<file path="src/rtl/validator_arbiter.sv">
// validator_arbiter: per-requester holding buffers feeding a single issue port
// through a round-robin arbiter, with a programmable minimum idle gap between
// issues and a saturating issue counter.
//
// Ports:
//   clk, rst            clock (rising edge) and asynchronous active-low reset
//   i_req_valid         per-requester valid
//   i_req_data          per-requester transaction, requester p at [p*DATA_W +: DATA_W]
//   o_req_ready         per-requester ready (holding buffer empty)
//   i_enable            issue enable
//   i_min_gap           idle cycles forced after each issue (sampled at issue)
//   o_valid             single-cycle issue strobe
//   o_transaction       issued transaction (holds when idle)
//   o_grant_id          index of the issued requester (holds when idle)
//   o_issue_count       saturating count of issues
//   o_busy              any buffer full or gap still running
module validator_arbiter #(
    parameter int unsigned NUM_REQ = 4,
    parameter int unsigned DATA_W  = 128
) (
    input  logic                      clk,
    input  logic                      rst,
    input  logic [NUM_REQ-1:0]        i_req_valid,
    input  logic [NUM_REQ*DATA_W-1:0] i_req_data,
    output logic [NUM_REQ-1:0]        o_req_ready,
    input  logic                      i_enable,
    input  logic [3:0]                i_min_gap,
    output logic                      o_valid,
    output logic [DATA_W-1:0]         o_transaction,
    output logic [2:0]                o_grant_id,
    output logic [15:0]               o_issue_count,
    output logic                      o_busy
);

    localparam int unsigned IDX_W = $clog2(NUM_REQ);
    localparam logic [3:0]  NUM_REQ_4 = 4'(NUM_REQ);

    localparam logic [0:0] StReady = 1'b0;
    localparam logic [0:0] StGap   = 1'b1;

    logic [NUM_REQ-1:0] buf_full_q, buf_full_d;
    logic [DATA_W-1:0]  buf_data_q [NUM_REQ];
    logic [2:0]         last_grant_q;
    logic [3:0]         gap_cnt_q, gap_cnt_d;
    logic [0:0]         state_q, state_d;

    logic               valid_q;
    logic [DATA_W-1:0]  txn_q;
    logic [2:0]         grant_q;
    logic [15:0]        count_q;

    logic               issue;
    logic               found;
    logic [3:0]         sum;
    logic [IDX_W-1:0]   win_idx;
    logic [2:0]         winner;
    logic [NUM_REQ-1:0] accept;
    logic [NUM_REQ-1:0] clear;

    // Round-robin search starting just after the previous winner.
    always_comb begin
        found   = 1'b0;
        sum     = 4'd0;
        win_idx = '0;
        winner  = last_grant_q;
        for (int unsigned i = 1; i <= NUM_REQ; i++) begin
            sum = {1'b0, last_grant_q} + 4'(i);
            if (sum >= NUM_REQ_4) begin
                sum = sum - NUM_REQ_4;
            end
            if (!found && buf_full_q[sum[IDX_W-1:0]]) begin
                found   = 1'b1;
                win_idx = sum[IDX_W-1:0];
                winner  = sum[2:0];
            end
        end
    end

    assign issue = i_enable && (state_q == StReady) && (|buf_full_q);

    // A buffer being cleared this edge was full, so its ready is already low
    // and it cannot also accept on the same edge.
    assign accept = i_req_valid & ~buf_full_q;
    assign clear  = issue ? ({{(NUM_REQ-1){1'b0}}, 1'b1} << win_idx) : '0;

    assign buf_full_d = (buf_full_q | accept) & ~clear;

    always_comb begin
        state_d   = state_q;
        gap_cnt_d = gap_cnt_q;
        unique case (state_q)
            StReady: begin
                if (issue && (i_min_gap != 4'd0)) begin
                    gap_cnt_d = i_min_gap;
                    state_d   = StGap;
                end
            end
            StGap: begin
                gap_cnt_d = gap_cnt_q - 4'd1;
                if (gap_cnt_q == 4'd1) begin
                    state_d = StReady;
                end
            end
        endcase
    end

    always_ff @(posedge clk or negedge rst) begin
        if (!rst) begin
            buf_full_q <= '0;
            for (int p = 0; p < int'(NUM_REQ); p++) begin
                buf_data_q[p] <= '0;
            end
        end else begin
            buf_full_q <= buf_full_d;
            for (int p = 0; p < int'(NUM_REQ); p++) begin
                if (accept[p]) begin
                    buf_data_q[p] <= i_req_data[p*DATA_W +: DATA_W];
                end
            end
        end
    end

    always_ff @(posedge clk or negedge rst) begin
        if (!rst) begin
            state_q      <= StReady;
            gap_cnt_q    <= 4'd0;
            last_grant_q <= 3'(NUM_REQ - 1);
            valid_q      <= 1'b0;
            txn_q        <= '0;
            grant_q      <= 3'd0;
            count_q      <= 16'd0;
        end else begin
            state_q   <= state_d;
            gap_cnt_q <= gap_cnt_d;
            valid_q   <= issue;
            if (issue) begin
                txn_q        <= buf_data_q[win_idx];
                grant_q      <= winner;
                last_grant_q <= winner;
                if (count_q != 16'hFFFF) begin
                    count_q <= count_q + 16'd1;
                end
            end
        end
    end

    assign o_req_ready   = ~buf_full_q;
    assign o_valid       = valid_q;
    assign o_transaction = txn_q;
    assign o_grant_id    = grant_q;
    assign o_issue_count = count_q;
    assign o_busy        = (|buf_full_q) || (gap_cnt_q != 4'd0);

endmodule

</file>
<file path="config.mk">
export PLATFORM = sky130hd
export DESIGN_NAME = validator_arbiter
export DESIGN_NICKNAME = d
export VERILOG_FILES = /design/src/rtl/validator_arbiter.sv
export SDC_FILE = /design/constraint.sdc
export NUM_CORES = 1
export LEC_CHECK = 0
export BUFFER_PORTS_ARGS = -buffer_cell sky130_fd_sc_hd__buf_2
export CORE_AREA = 2 2 266 268
export CTS_BUF_LIST = sky130_fd_sc_hd__clkbuf_16
export CTS_CLUSTER_SIZE = 28
export DETAILED_ROUTE_END_ITERATION = 10
export DIE_AREA = 0 0 268 270
export MAX_ROUTING_LAYER = met4
export PLACE_DENSITY_LB_ADDON = 0.05
export SLEW_MARGIN = 20
export SYNTH_ARGS = -nofsm -noshare
export SYNTH_HDL_FRONTEND = slang
export SYNTH_SLANG_ARGS = --single-unit
</file>
<file path="constraint.sdc">
create_clock -name clk -period 10.04 [get_ports clk]
set_input_delay 1.004 -clock clk [delete_from_list [all_inputs] [get_ports clk]]
set_output_delay 1.004 -clock clk [all_outputs]
set_load 0.02 [all_outputs]
</file>
Yosys cells after proc, flatten, opt, wreduce, memory -nomap -nowiden
Cells that the tools add are included.
{"block": "word_totals", "ff_bits": 672, "in_bits": 523, "out_inout_bits": 153, "word_cells": 88}
{"block": "classes", "add_sub_neg": 10, "n_lt_le_gt_ge": 9, "n_eq_ne": 3, "shifts": 1, "muxes": 32, "bitwise": 7, "reduce_logical": 14}
{"cell": "$bmux 128 s2", "count": 1}
{"cell": "$mux 128", "count": 2}
{"cell": "$mux 3", "count": 8}
{"cell": "$add 16x1->16 const B", "count": 1}
{"cell": "$ge 4x3->1 const B", "count": 4}
{"cell": "$ne 16x16->1 const B", "count": 1}
{"cell": "$lt 2x3->1 const B", "count": 4}
{"cell": "$sub 3x3->3 const B", "count": 4}
{"cell": "$mux 1", "count": 9}
{"cell": "$add 3x2->4 const B", "count": 2}
{"cell": "$and 4x4->4", "count": 2}
{"cell": "$bmux 1 s2", "count": 4}
{"cell": "$mux 2", "count": 4}
{"cell": "$mux 4", "count": 2}
{"cell": "$not 4->4", "count": 2}
{"cell": "$pmux 4 s2", "count": 1}
{"cell": "$reduce_bool 4->1", "count": 2}
{"cell": "$logic_and 1x1->1", "count": 6}
{"cell": "$add 3x1->4 const B", "count": 1}
{"cell": "$add 3x3->4 const B", "count": 1}
{"cell": "$eq 4x1->1 const B", "count": 1}
{"cell": "$or 4x4->4", "count": 1}
{"cell": "$reduce_or 4->1", "count": 1}
{"cell": "$shl 1x2->4 const A", "count": 1}
{"cell": "other kinds (9)", "count": 11}

Depth between registers and ports, before layout
Gate-level depths: netlist of run 1.
{"block": "logic_depth", "depth_word": 19, "mapped_depth": 14, "mapped_depth_nobuf": 12}

Least setup slack after synthesis of run 1
No wires, ideal clock.
{"block": "synth_timing", "kind": "register to register", "start": "reg last_grant_q[0]", "end": "reg txn_q[100] (netlist: o_transaction[100])", "setup_ns": 0.145, "t_arrival_ns": 3.177, "t_required_ns": 9.895, "slack_ns": 6.718, "stages_incl_launch_ff": 15, "n_path_buf": 3, "synth_period_minus_slack_ns": 3.322, "path_cell_list": "dfstp_2 buf_4 inv_1 ha_1 inv_1 mux2_2 inv_1 ha_1 o311ai_0 a32o_1 o31a_2 buf_6 buf_6 a211oi_2 o31ai_2"}
{"block": "synth_via", "elab_chain_cells": 19, "elab_cells_between_ends": 41, "cone_classes": "add/sub: 8; order compare: 4; mux: 22; bitwise: 1; reduce/logical: 6"}
{"element": "start, declared", "line": "43", "text": "logic [2:0] last_grant_q;"}
{"element": "start signal, assigned", "line": "127", "text": "last_grant_q <= 3'(NUM_REQ - 1);"}
{"element": "start signal, assigned", "line": "139", "text": "last_grant_q <= winner;"}
{"element": "$add 3x1->4", "line": "67", "text": "sum = {1'b0, last_grant_q} + 4'(i);"}
{"element": "$ge 4x3->1 / $sub 3x3->3 (equally long branches)", "line": "68, 69"}
{"element": "$mux 3", "line": "68", "text": "if (sum >= NUM_REQ_4) begin"}
{"element": "$bmux 1 s2", "line": "71", "text": "if (!found && buf_full_q[sum[IDX_W-1:0]]) begin"}
{"element": "$mux 1 (implied by the code)", "line": "71"}
{"element": "$mux 1", "line": "71"}
{"element": "$logic_not 1->1", "line": "71"}
{"element": "$logic_and 1x1->1", "line": "71"}
{"element": "[... 2 more ...]"}
{"element": "$logic_and 1x1->1", "line": "71"}
{"element": "$mux 1", "line": "71"}
{"element": "$logic_not 1->1", "line": "71"}
{"element": "$logic_and 1x1->1", "line": "71"}
{"element": "$mux 2 (*)", "line": "71"}
{"element": "$not 2->3 (implied by the code) (*)", "line": "137", "text": "txn_q <= buf_data_q[win_idx];"}
{"element": "$bmux 128 s2 (*)", "line": "137"}
{"element": "$mux 128 (implied by the code) (*) (2 in series)", "line": "137"}
{"element": "end signal, assigned", "line": "137"}
{"element": "end, declared", "line": "48", "text": "logic [DATA_W-1:0] txn_q;"}
Every way passes the cells marked *; elsewhere a longest branch is shown, timed or not. The select of a mux whose other input is x is not followed.
A chain may end at the register's enable or synchronous reset.

Final worst setup path of run 1
{"block": "layout_timing", "start": "reg last_grant_q[0]", "end": "reg txn_q[15] (netlist: o_transaction[15])"}
The elaborated chain is that of the path after synthesis.

==> out/results.ini, run 1 <==
[floorplanning]
rows=97
fp.dieArea_mm2=0.0724
core_mm2=0.0695
io-pin-count=676
die-width_um=268
start_util=0.439
die_h_um=270

[global_route]
grt.total_usage=0.281
grt.overflow.total=0
grt_pass1_vias=23300
grt_max_degree=205
grt_pass1_wl_um=150000
antenna_found_initial=77

[timing]
worst_slew_pin_slew_ns=1.12
hold_viol=0
slew_viol_final=0
fin_crit_ns=5.08
grt_setup_unrepaired=no
post-route-period-util=0.506
finClkSkew_ns=0.0226
fmax_mhz=197
final.setup.tns_ns=0
slew_headroom=0.250
setup_violations=0

[drt]
via_per_inst=5.48
wl_per_cell_um=24.9
drt_first_pass_iters=5
vias=21800
drt_iter0_drc=1360
wirelength_um=99100
ant_nets=0
drc=0

[synth]
yosysTopAreaCell=dfrtp_1
synth.area.mux_share=0.192
synth_area_per_cell_um2=13.1
synth_top_area_frac=0.548
syn-instance-count=2323
yosys.area_share.simple=0.0817
synth_most_common_cell=dfrtp_1
synth_top_family_by_area=multiplexers
synthAdderAreaFrac=0.00287
synth_compound_area_frac=0.138
async_reset_ff_frac=1.00
ys_types=58
synth_xor_area_frac=0.00487
synth_nets=2853
ys_ff_latch=671
synth_ff_type=dfrtp_1
synth_edf_count=0
ys_seq_area_frac=0.550
synth.cell_area_mm2=0.0305
yosys_warnings=0
ys_top_cells_by_count=dfrtp_1 (669), mux2_2 (516), and3_1 (260)
synth_area_leaders=dfrtp_1 (55%), mux2_2 (19%), and3_1 (5.3%)

[worst_hold_path]
hold_path.class=in2async

[critical_path]
rrSetupSlack_ns=4.96
cp-end-kind=register
cp_max_fo=42
worstReg2RegStart=last_grant_q[0]
worstSetupPathType=reg2reg
crit_required_ns=10.57
start_kind=register
arrival_ns=5.60
r2r-end=o_transaction[15]
ff2ff_path_depth=13

[placement]
gp_congestion=0.870
hpwl_um=64800
port_buffers=675
placed_cells=3765

[clock_network]
cts_buffers=77
cts_tree=yes
cts-hold-fix-buffers=0
clock_path_buffers=3
post-cts-setup-buffer-count=0
clk_pin_slew_worst_paths_ns=0.06
clock-root-buffer=clkbuf_16
cts_max_level=3
cts_resized=0
clock_latency_ns=0.62
cts.sinks=671

[finish]
drive_above_1_share=0.519
utilization=0.534
fill_cells=6103
seq_area_mm2=0.0168
multiInputGateArea_mm2=0.0129
instances_no_fill=3981
syn2layout_area_growth_pct=21.6
nets=3435

[power]
power_density_mw_per_mm2=395
peakVddDrop_uv=545
p_total_mw=14.7
cellLeakagePower_nw=17.4

[status]
status=complete, no violations

[run]
cap_violations=0

==> report_power, final <==
group          leakage (nW)  switching, mW  internal [mW]  total (mW)
logic                  7.97           4.36           2.89        7.26
clock network          1.23           1.14           1.51        2.65
registers              8.19          0.739           4.04        4.78
==> worst max path at each step <==
stage,endpoint,depth (start not counted),slack [ns],from
after floorplan,o_transaction[100],14,6.72,last_grant_q[0]
after global placement,o_transaction[15],13,5.12,last_grant_q[0]
after detailed placement,o_transaction[1],13,4.96,last_grant_q[0]
after CTS,o_transaction[1],13,4.94,last_grant_q[0]
after global routing,o_transaction[8],13,4.60,last_grant_q[0]
final,o_transaction[15],13,4.96,last_grant_q[0]
==> flip-flops by register name (all words and copies together) (netlist names) <==
| signal | cells |
|---|---|
| buf_data_q | 512 |
| buf_full_q | 4 |
| gap_cnt_q | 4 |
| last_grant_q | 3 |
| o_grant_id | 2 |
| o_issue_count | 16 |
| o_transaction | 128 |
| o_valid | 1 |
| state_q | 1 |
==> layout by cell type, fill, tap and decap left out, drive strengths merged, types with 3 or more instances in the layout <==
| cell type | n |
|---|---|
| diode | 74 |
| nor2b | 4 |
| nor4 | 3 |
| o21ai | 5 |
| a221o | 3 |
| xnor2 | 9 |
| a211oi | 258 |
| bufinv | 3 |
| nor3 | 3 |
| nand3 | 6 |
| mux2 | 516 |
| a31oi | 6 |
| nand2 | 146 |
| nand3b | 3 |
| clkbuf | 80 |
| ha | 7 |
| nand4 | 5 |
| and2 | 3 |
| buf | 710 |
| o31ai | 129 |
| clkinv | 34 |
| and3 | 260 |
| a21oi | 4 |
| dfrtp | 669 |
| nor2 | 22 |
| xor2 | 8 |
| inv | 36 |
==> cell type report <==
cell class | count | area share
flip-flops and latches | 671 | 0.452
multi-input cells | 1432 | 0.347
clock inverters | 61 | 0.00950
well taps | 940 | 0.0317
diodes | 74 | 0.00498
clock buffers | 80 | 0.0539
repair buffers | 710 | 0.100
inverters | 13 | 0.00131
==> worst max-delay path, cell delays in order (launching register included) <==
cell,delay [ns]
dfstp_2,0.79
inv_1,0.22
ha_1,0.48
inv_1,0.18
mux2_2,0.31
inv_1,0.06
ha_1,0.18
o311ai_0,0.11
a32o_1,0.33
o31a_4,0.72
buf_4,0.60
buf_4,0.60
a211oi_1,0.10
o31ai_1,0.25
==> kinds of logic after synthesis <==
kind of cell | after synthesis
DFF | 671
adders and majority gates | 7
and+or+nand+nor | 464
muxes | 519
buffers and inverters | 220
xor gates and xnor gates | 17
AOI/OAI and AO/OA | 425
==> routing by layer <==
layer,vias up,global-route usage,share of wire
met5,-,-,0
met4,0,0.0920,0.028
met3,164,0.0849,0.074
met2,596,0.455,0.50
met1,11200,0.335,0.40
li1,9875,-,-
==> through the flow <==
stage                     setup WS, ns  instance area (um2)  hold WS [ns]
after floorplan                   6.72                30500         0.472
after global placement            5.12                34600         0.458
after detailed placement          4.96                34600         0.461
final                             4.96                37200         0.435
after global routing              4.60                37100         0.498
after CTS                         4.94                36900         0.461
No activity file was read; power rests on OpenSTA's default activity.
==> run 2: changes to the inputs <==
--- a/config.mk
+++ b/config.mk
@@ -5,12 +5,14 @@
 export SDC_FILE = /design/constraint.sdc
 export NUM_CORES = 1
 export LEC_CHECK = 0
+export ABC_AREA = 1
 export BUFFER_PORTS_ARGS = -buffer_cell sky130_fd_sc_hd__buf_2
-export CORE_AREA = 2 2 266 268
+export CORE_ASPECT_RATIO = 0.9
+export CORE_MARGIN = 2
+export CORE_UTILIZATION = 50
 export CTS_BUF_LIST = sky130_fd_sc_hd__clkbuf_16
 export CTS_CLUSTER_SIZE = 28
 export DETAILED_ROUTE_END_ITERATION = 10
-export DIE_AREA = 0 0 268 270
 export MAX_ROUTING_LAYER = met4
 export PLACE_DENSITY_LB_ADDON = 0.05
 export SLEW_MARGIN = 20
==> constraint.sdc (replaced) <==
create_clock -name clk -period 4.36 [get_ports clk]
set_input_delay 0.436 -clock clk [delete_from_list [all_inputs] [get_ports clk]]
set_output_delay 0.436 -clock clk [all_outputs]
set_load 0.02 [all_outputs]
==> run 2 against run 1 <==
Against the previous run: design area rose by 3.6%; setup slack got worse by 4.0 ns; via count rose by 17%; total power rose to 2.6 times the previous value; critical path depth rose by 4; sequential share of layout area fell by 1.6 points; non-clock buffer count rose by 13; first-iteration DRC count rose by 49%; sequential cell count did not move; clock skew rose by 0.0055 ns.
==> out/results.ini, run 2 <==
[floorplanning]
start_util=0.505  ; +0.0654
io-pin-count=676  ; unchanged
die_h_um=245  ; -9.2%
fp.dieArea_mm2=0.0666  ; -7.9%
core_mm2=0.0640  ; -8.0%
die-width_um=272  ; +1.4%
rows=88  ; -9.3%

[synth]
async_reset_ff_frac=1.00  ; unchanged
synth_most_common_cell=nand2_1
ys_ff_latch=671  ; unchanged
ys_top_cells_by_count=nand2_1 (1076), dfrtp_1 (669), mux2_2 (512)
synth_area_leaders=dfrtp_1 (52%), mux2_2 (18%), nand2_1 (13%)
synth_edf_count=0  ; unchanged
synth_area_per_cell_um2=10.3  ; -22%
synth_nets=3669  ; +29%
ys_types=40  ; -31%
synth.cell_area_mm2=0.0323  ; +5.7%
yosys_warnings=0  ; unchanged
ys_seq_area_frac=0.520  ; -0.0296
synth_ff_type=dfrtp_1
yosysTopAreaCell=dfrtp_1
syn-instance-count=3139  ; +35%
synth_top_area_frac=0.519  ; -0.0295

[clock_network]
cts.sinks=671  ; unchanged
cts_tree=yes
clock-root-buffer=clkbuf_16
clk_pin_slew_worst_paths_ns=0.06  ; about the same
cts_max_level=3  ; unchanged
clock_latency_ns=0.62  ; about the same
clock_path_buffers=3  ; unchanged
cts_buffers=73  ; -5.2%

[drt]
via_per_inst=5.44  ; -0.75%
wl_per_cell_um=22.7  ; -8.9%
drc=0  ; unchanged
drt_iter0_drc=2022  ; +49%
ant_nets=0  ; unchanged
wirelength_um=106000  ; +7.2%
drt_first_pass_iters=5  ; unchanged
vias=25500  ; +17%

[critical_path]
worstSetupPathType=reg2reg
crit_top_cell=nand2_1
r2r-end=o_transaction[11]
worst_path_max_delay_cell=dfstp_2
cp_num_buf_inv=4  ; -1
arrival_ns=3.98  ; -1.62 ns
slowest_delay_ns=0.72  ; -0.07 ns
crit_start=last_grant_q[0]
cp_max_fo=38  ; -9.5%
critPathTopFamily=simple AND/OR/NAND/NOR gates
crit_required_ns=4.92  ; -5.65 ns
start_kind=register
rrSetupSlack_ns=0.94  ; -4.03 ns
ff2ff_path_depth=17  ; +4
cp-end-kind=register
worstReg2RegStart=last_grant_q[0]
crit_chain=inv_8 > ha_1 > inv_1 > nand3_2 > nand2_4 > inv_4 > nand2_4 > nor2_8 > nand2_4 > nand3_4 > buf_4 > nand3_1 > nand2_1 > nand2_1 > nand2_1 > nand2_1 > nand2_1

[timing]
slew_viol_final=0  ; unchanged
post-route-period-util=0.785  ; +0.280
hold_viol=0  ; unchanged
finClkSkew_ns=0.0281  ; +0.00548 ns
fin_crit_ns=3.42  ; -1.65 ns
grt_setup_unrepaired=no
fmax_mhz=292  ; +48%
fin_hold_ws_ns=0.0392  ; -0.395 ns
final.setup.tns_ns=0  ; unchanged
worst_slew_pin_slew_ns=1.12  ; -0.00535 ns
setup_violations=0  ; unchanged
slew_headroom=0.254  ; +0.00357

[worst_hold_path]
hold_path_end=buf_data_q[143]
worstHoldStart=i_req_data[271]
hold_path.class=in2reg
hold_depth=2

[run]
cap_violations=0  ; unchanged

[finish]
largest_reg_flops=512  ; unchanged
drive_above_1_share=0.401  ; -0.118
syn2layout_area_growth_pct=19.3
most-common-layout-cells=nand2_1 (1072), buf_2 (674), dfrtp_1 (669)
utilization=0.602  ; +0.0676
instances_no_fill=4689  ; +18%
nets=4239  ; +23%
final_common_cell=nand2_1
regMostFlops=buf_data_q

[power]
cellLeakagePower_nw=20.1  ; +16%
peakVddDrop_uv=1620  ; +200%
power_density_mw_per_mm2=977  ; +150%
p_total_mw=37.6  ; +160%

[status]
status=complete, no violations

[global_route]
grt.overflow.total=0  ; unchanged
grt_pass1_wl_um=160000  ; +6.7%
grt_max_degree=141  ; -31%
grt.total_usage=0.325  ; +0.0434
grt_pass1_vias=25500  ; +9.3%
antenna_found_initial=77  ; unchanged

[placement]
gp_congestion=0.889  ; +2.2%
hpwl_um=69100  ; +6.6%
port_buffers=675  ; unchanged
placed_cells=4488  ; +19%

[run 2: changes by cell type after synthesis, moves of 75 or more]
cell,before,now
a211oi_1,158,0
nand3_1,6,377
a211oi_2,100,0
and3_1,260,0
o31ai_2,100,0
nand3_2,0,156
nand2_1,146,1076
clkbuf_1,157,82
[run 2: worst register-to-register path: stages (launching register included)]
cell and delay (ns):
dfstp_2 0.72, inv_8 0.10, ha_1 0.36, inv_1 0.08, nand3_2 0.10, nand2_4 0.08
inv_4 0.09, nand2_4 0.08, nor2_8 0.15, nand2_4 0.09, nand3_4 0.37, buf_4 0.58
nand3_1 0.18, nand2_1 0.12, nand2_1 0.05, nand2_1 0.10, nand2_1 0.05, nand2_1 0.08
[run 2: what timing repair did]
| item | CTS | global route |
|---|---|---|
| gates resized for setup | 0 | 0 |
| hold endpoints to repair | 88 | 0 |
| setup buffers | 0 | 0 |
| hold buffers | 1 | 0 |
[run 2: worst max-delay path by stage]
stage / cells past startpoint / to / slack, ns
2_1_floorplan: 18 / o_transaction[112] / 1.88
3_3_place_gp: 16 / o_transaction[8] / 1.04
3_5_place_dp: 16 / o_transaction[11] / 0.99
4_1_cts: 16 / o_transaction[3] / 0.96
5_1_grt: 16 / o_transaction[3] / 0.68
6_report: 17 / o_transaction[11] / 0.94
[run 2: stage by stage]
stage	cell area (um2)	worst slack (ns)
after global placement	36000	1.04
after floorplan	32300	1.88
after detailed placement	36000	0.985
after global routing	38500	0.682
after CTS	38300	0.960
final	38500	0.936
[run 2: area by class of cell]
class | instances | area (um2)
fillers | 5657 | 25500
flip-flops and latches | 671 | 16800
multi-input cells | 2207 | 14000
repair buffers | 723 | 4040
clock buffers | 78 | 1950
well taps | 855 | 1070
clock inverters | 49 | 339
diodes | 73 | 183
inverters | 33 | 139
[run 2: layer usage]
| layer | global-route usage | share of wire |
|---|---|---|
| met5 | - | 0 |
| met4 | 0.112 | 0.029 |
| met3 | 0.0906 | 0.083 |
| met2 | 0.505 | 0.48 |
| met1 | 0.409 | 0.41 |
[run 2: report_power, final]
| part | internal, mW | leakage (nW) | switching (mW) |
|---|---|---|---|
| combinational | 7.50 | 10.7 | 13.2 |
| clock | 3.50 | 1.18 | 2.55 |
| sequential | 9.20 | 8.22 | 1.70 |
| total | 20.2 | 20.1 | 17.4 |
[run 2: logic make-up after synthesis]
family	share of synthesized area
AOI/OAI and AO/OA	0.00403
xor gates and xnor gates	0.00461
adders and majority gates	0.00271
buffers and inverters	0.0484
DFF	0.520
muxes	0.179
and+or+nand+nor	0.241
==> run 3: changes to the inputs <==
==> constraint.sdc (replaced) <==
create_clock -name clk -period 3.15 [get_ports clk]
set_input_delay 0.315 -clock clk [delete_from_list [all_inputs] [get_ports clk]]
set_output_delay 0.315 -clock clk [all_outputs]
set_load 0.02 [all_outputs]
==> run 3 against run 2 <==
Against the previous run: maximum frequency up 14%; critical path depth is 1 lower; routed wire length rose by 7.1%; largest cell class unchanged.
==> out/results.ini, run 3 (synthesis results as in run 2) <==
[critical_path]
crit_required_ns=3.69  ; -1.23 ns
cp_num_buf_inv=3  ; -1
cp-end-kind=register
slowest_delay_ns=0.57  ; -0.15 ns
cp_max_fo=91  ; +140%
worstSetupPathType=reg2reg
arrival_ns=3.54  ; -0.44 ns
worst_path_max_delay_cell=dfstp_2
critPathTopFamily=simple AND/OR/NAND/NOR gates
start_kind=register
crit_top_cell=nand2_1
crit_chain=inv_1 > ha_1 > inv_1 > nand3_2 > nand2_4 > ha_1 > o21bai_1 > nand3_1 > nand3_4 > buf_12 > nand3_1 > nand2_1 > nand2_1 > nand2_1 > nand2_1 > nand2_1

[finish]
regMostFlops=buf_data_q
nets=4799  ; +13%
instances_no_fill=5217  ; +11%
drive_above_1_share=0.358  ; -0.0427
final_common_cell=nand2_1
most-common-layout-cells=nand2_1 (1072), buf_2 (674), dfrtp_1 (669)
syn2layout_area_growth_pct=36.6
largest_reg_flops=512  ; unchanged
final_cell_area_mm2=0.0441  ; +15%

[clock_network]
cts_max_level=3  ; unchanged
clock_path_buffers=3  ; unchanged
clock-root-buffer=clkbuf_16
clock_latency_ns=0.62  ; about the same
cts_tree=yes
clk_pin_slew_worst_paths_ns=0.06  ; about the same
cts.sinks=671  ; unchanged
cts_buffers=73  ; unchanged

[floorplanning]
io-pin-count=676  ; unchanged
die-width_um=272  ; unchanged
rows=88  ; unchanged
start_util=0.505  ; unchanged
core_mm2=0.0640  ; unchanged
fp.dieArea_mm2=0.0666  ; unchanged
die_h_um=245  ; unchanged

[placement]
port_buffers=675  ; unchanged
gp_congestion=0.897  ; +0.84%
pre_cts_ws_ns=0.246  ; -0.739 ns
hpwl_um=73100  ; +5.9%
placed_cells=4532  ; +0.98%
dpl_cell_area_mm2=0.0366  ; +1.6%

[power]
p_sw_mw=24.9  ; +43%
seqPwrFrac=0.281  ; -0.009
p_total_mw=54.1  ; +44%
cellLeakagePower_nw=22.6  ; +12%
peakVddDrop_uv=1930  ; +19%
power_density_mw_per_mm2=1230  ; +25%
p_comb_frac=0.569  ; +0.020
sw_frac_of_total=0.461  ; -0.00170
clockPowerShare=0.151  ; -0.010
p_int_mw=29.1  ; +44%

[timing]
post-route-period-util=0.951  ; +0.166
slew_headroom=0.354  ; +0.101
worst_slew_pin_slew_ns=0.968  ; -0.151 ns
slew_viol_final=0  ; unchanged
setup_violations=0  ; unchanged
finClkSkew_ns=0.0264  ; -0.00168 ns
fmax_mhz=334  ; +14%
fin_crit_ns=3.00  ; -0.428 ns
final.setup.worst_slack_ns=0.155  ; -0.782 ns
hold_viol=0  ; unchanged

[global_route]
grt.total_usage=0.351  ; +0.0267
grt_pass1_wl_um=176000  ; +10%
antenna_found_initial=37  ; -52%
grt_max_degree=92  ; -35%
grt_pass1_vias=29900  ; +17%
grt.overflow.total=0  ; unchanged

[worst_hold_path]
hold_path.class=in2reg

[drt]
via_per_inst=5.44  ; -0.13%
drc=0  ; unchanged
ant_nets=0  ; unchanged
vias=28400  ; +11%
wirelength_um=114000  ; +7.1%
wl_per_cell_um=21.8  ; -3.8%
drt_first_pass_iters=5  ; unchanged
drt_iter0_drc=2377  ; +18%

[status]
status=complete, no violations

[run]
cap_violations=0  ; unchanged

run 3: path summary, 6_finish.rpt:
path / from / endpoint / slack [ns] / depth (start not counted)
worst min-delay path: i_req_data[158] / buf_data_q[286] / 0.02 / 2
worst max-delay path: last_grant_q[1] / o_transaction[98] / 0.15 / 16
max in group asynchronous: rst / o_transaction[94] / 1.65 / 4
min in group asynchronous: rst / buf_data_q[109] / 0.35 / 2
worst min register to register: o_transaction[101] / o_transaction[101] / 0.47 / 2
worst max register to register: last_grant_q[1] / o_transaction[98] / 0.15 / 16
run 3: timing repair:
item                                    4_1_cts  5_1_grt
resized for setup                             0        1
endpoints found under the setup margin        0        1
hold endpoints to repair                    590        0
setup buffers                                 0        0
hold buffers                                517        0
run 3: power by group through the flow:
stage / logic [mW] / registers [mW] / clock network (mW)
floorplan: 22.5 / 15.3 / 0
global placement: 29.4 / 15.0 / 0
detailed placement: 29.7 / 15.2 / 0
CTS: 30.5 / 15.1 / 8.23
global route: 33.9 / 15.6 / 8.61
finish: 30.7 / 15.2 / 8.15
run 3: layout make-up:
| cell class | count | area [um2] |
|---|---|---|
| Tap cell | 855 | 1070 |
| Clock buffer | 77 | 1930 |
| Multi-Input combinational cell | 2207 | 14000 |
| Timing Repair Buffer | 1283 | 9800 |
| Fill cell | 4857 | 19900 |
| Clock inverter | 47 | 274 |
| Sequential cell | 671 | 16800 |
| Inverter | 33 | 139 |
| Antenna cell | 44 | 110 |
run 3: through the flow:
stage,hold slack [ns],utilization,TNS (ns)
2_1_floorplan,0.0194,-,0
3_3_place_gp,0.412,0.572,0
3_5_place_dp,0.413,0.572,0
4_1_cts,0.00316,0.688,0
5_1_grt,0.000598,0.689,-0.00757
6_report,0.0230,0.689,0
run 3: routing by layer:
layer / global-route usage / part of all wire / up-vias
met5: - / 0 / -
met4: 0.139 / 0.040 / 0
met3: 0.0679 / 0.072 / 301
met2: 0.561 / 0.49 / 1163
met1: 0.442 / 0.40 / 14200
li1: - / - / 12700
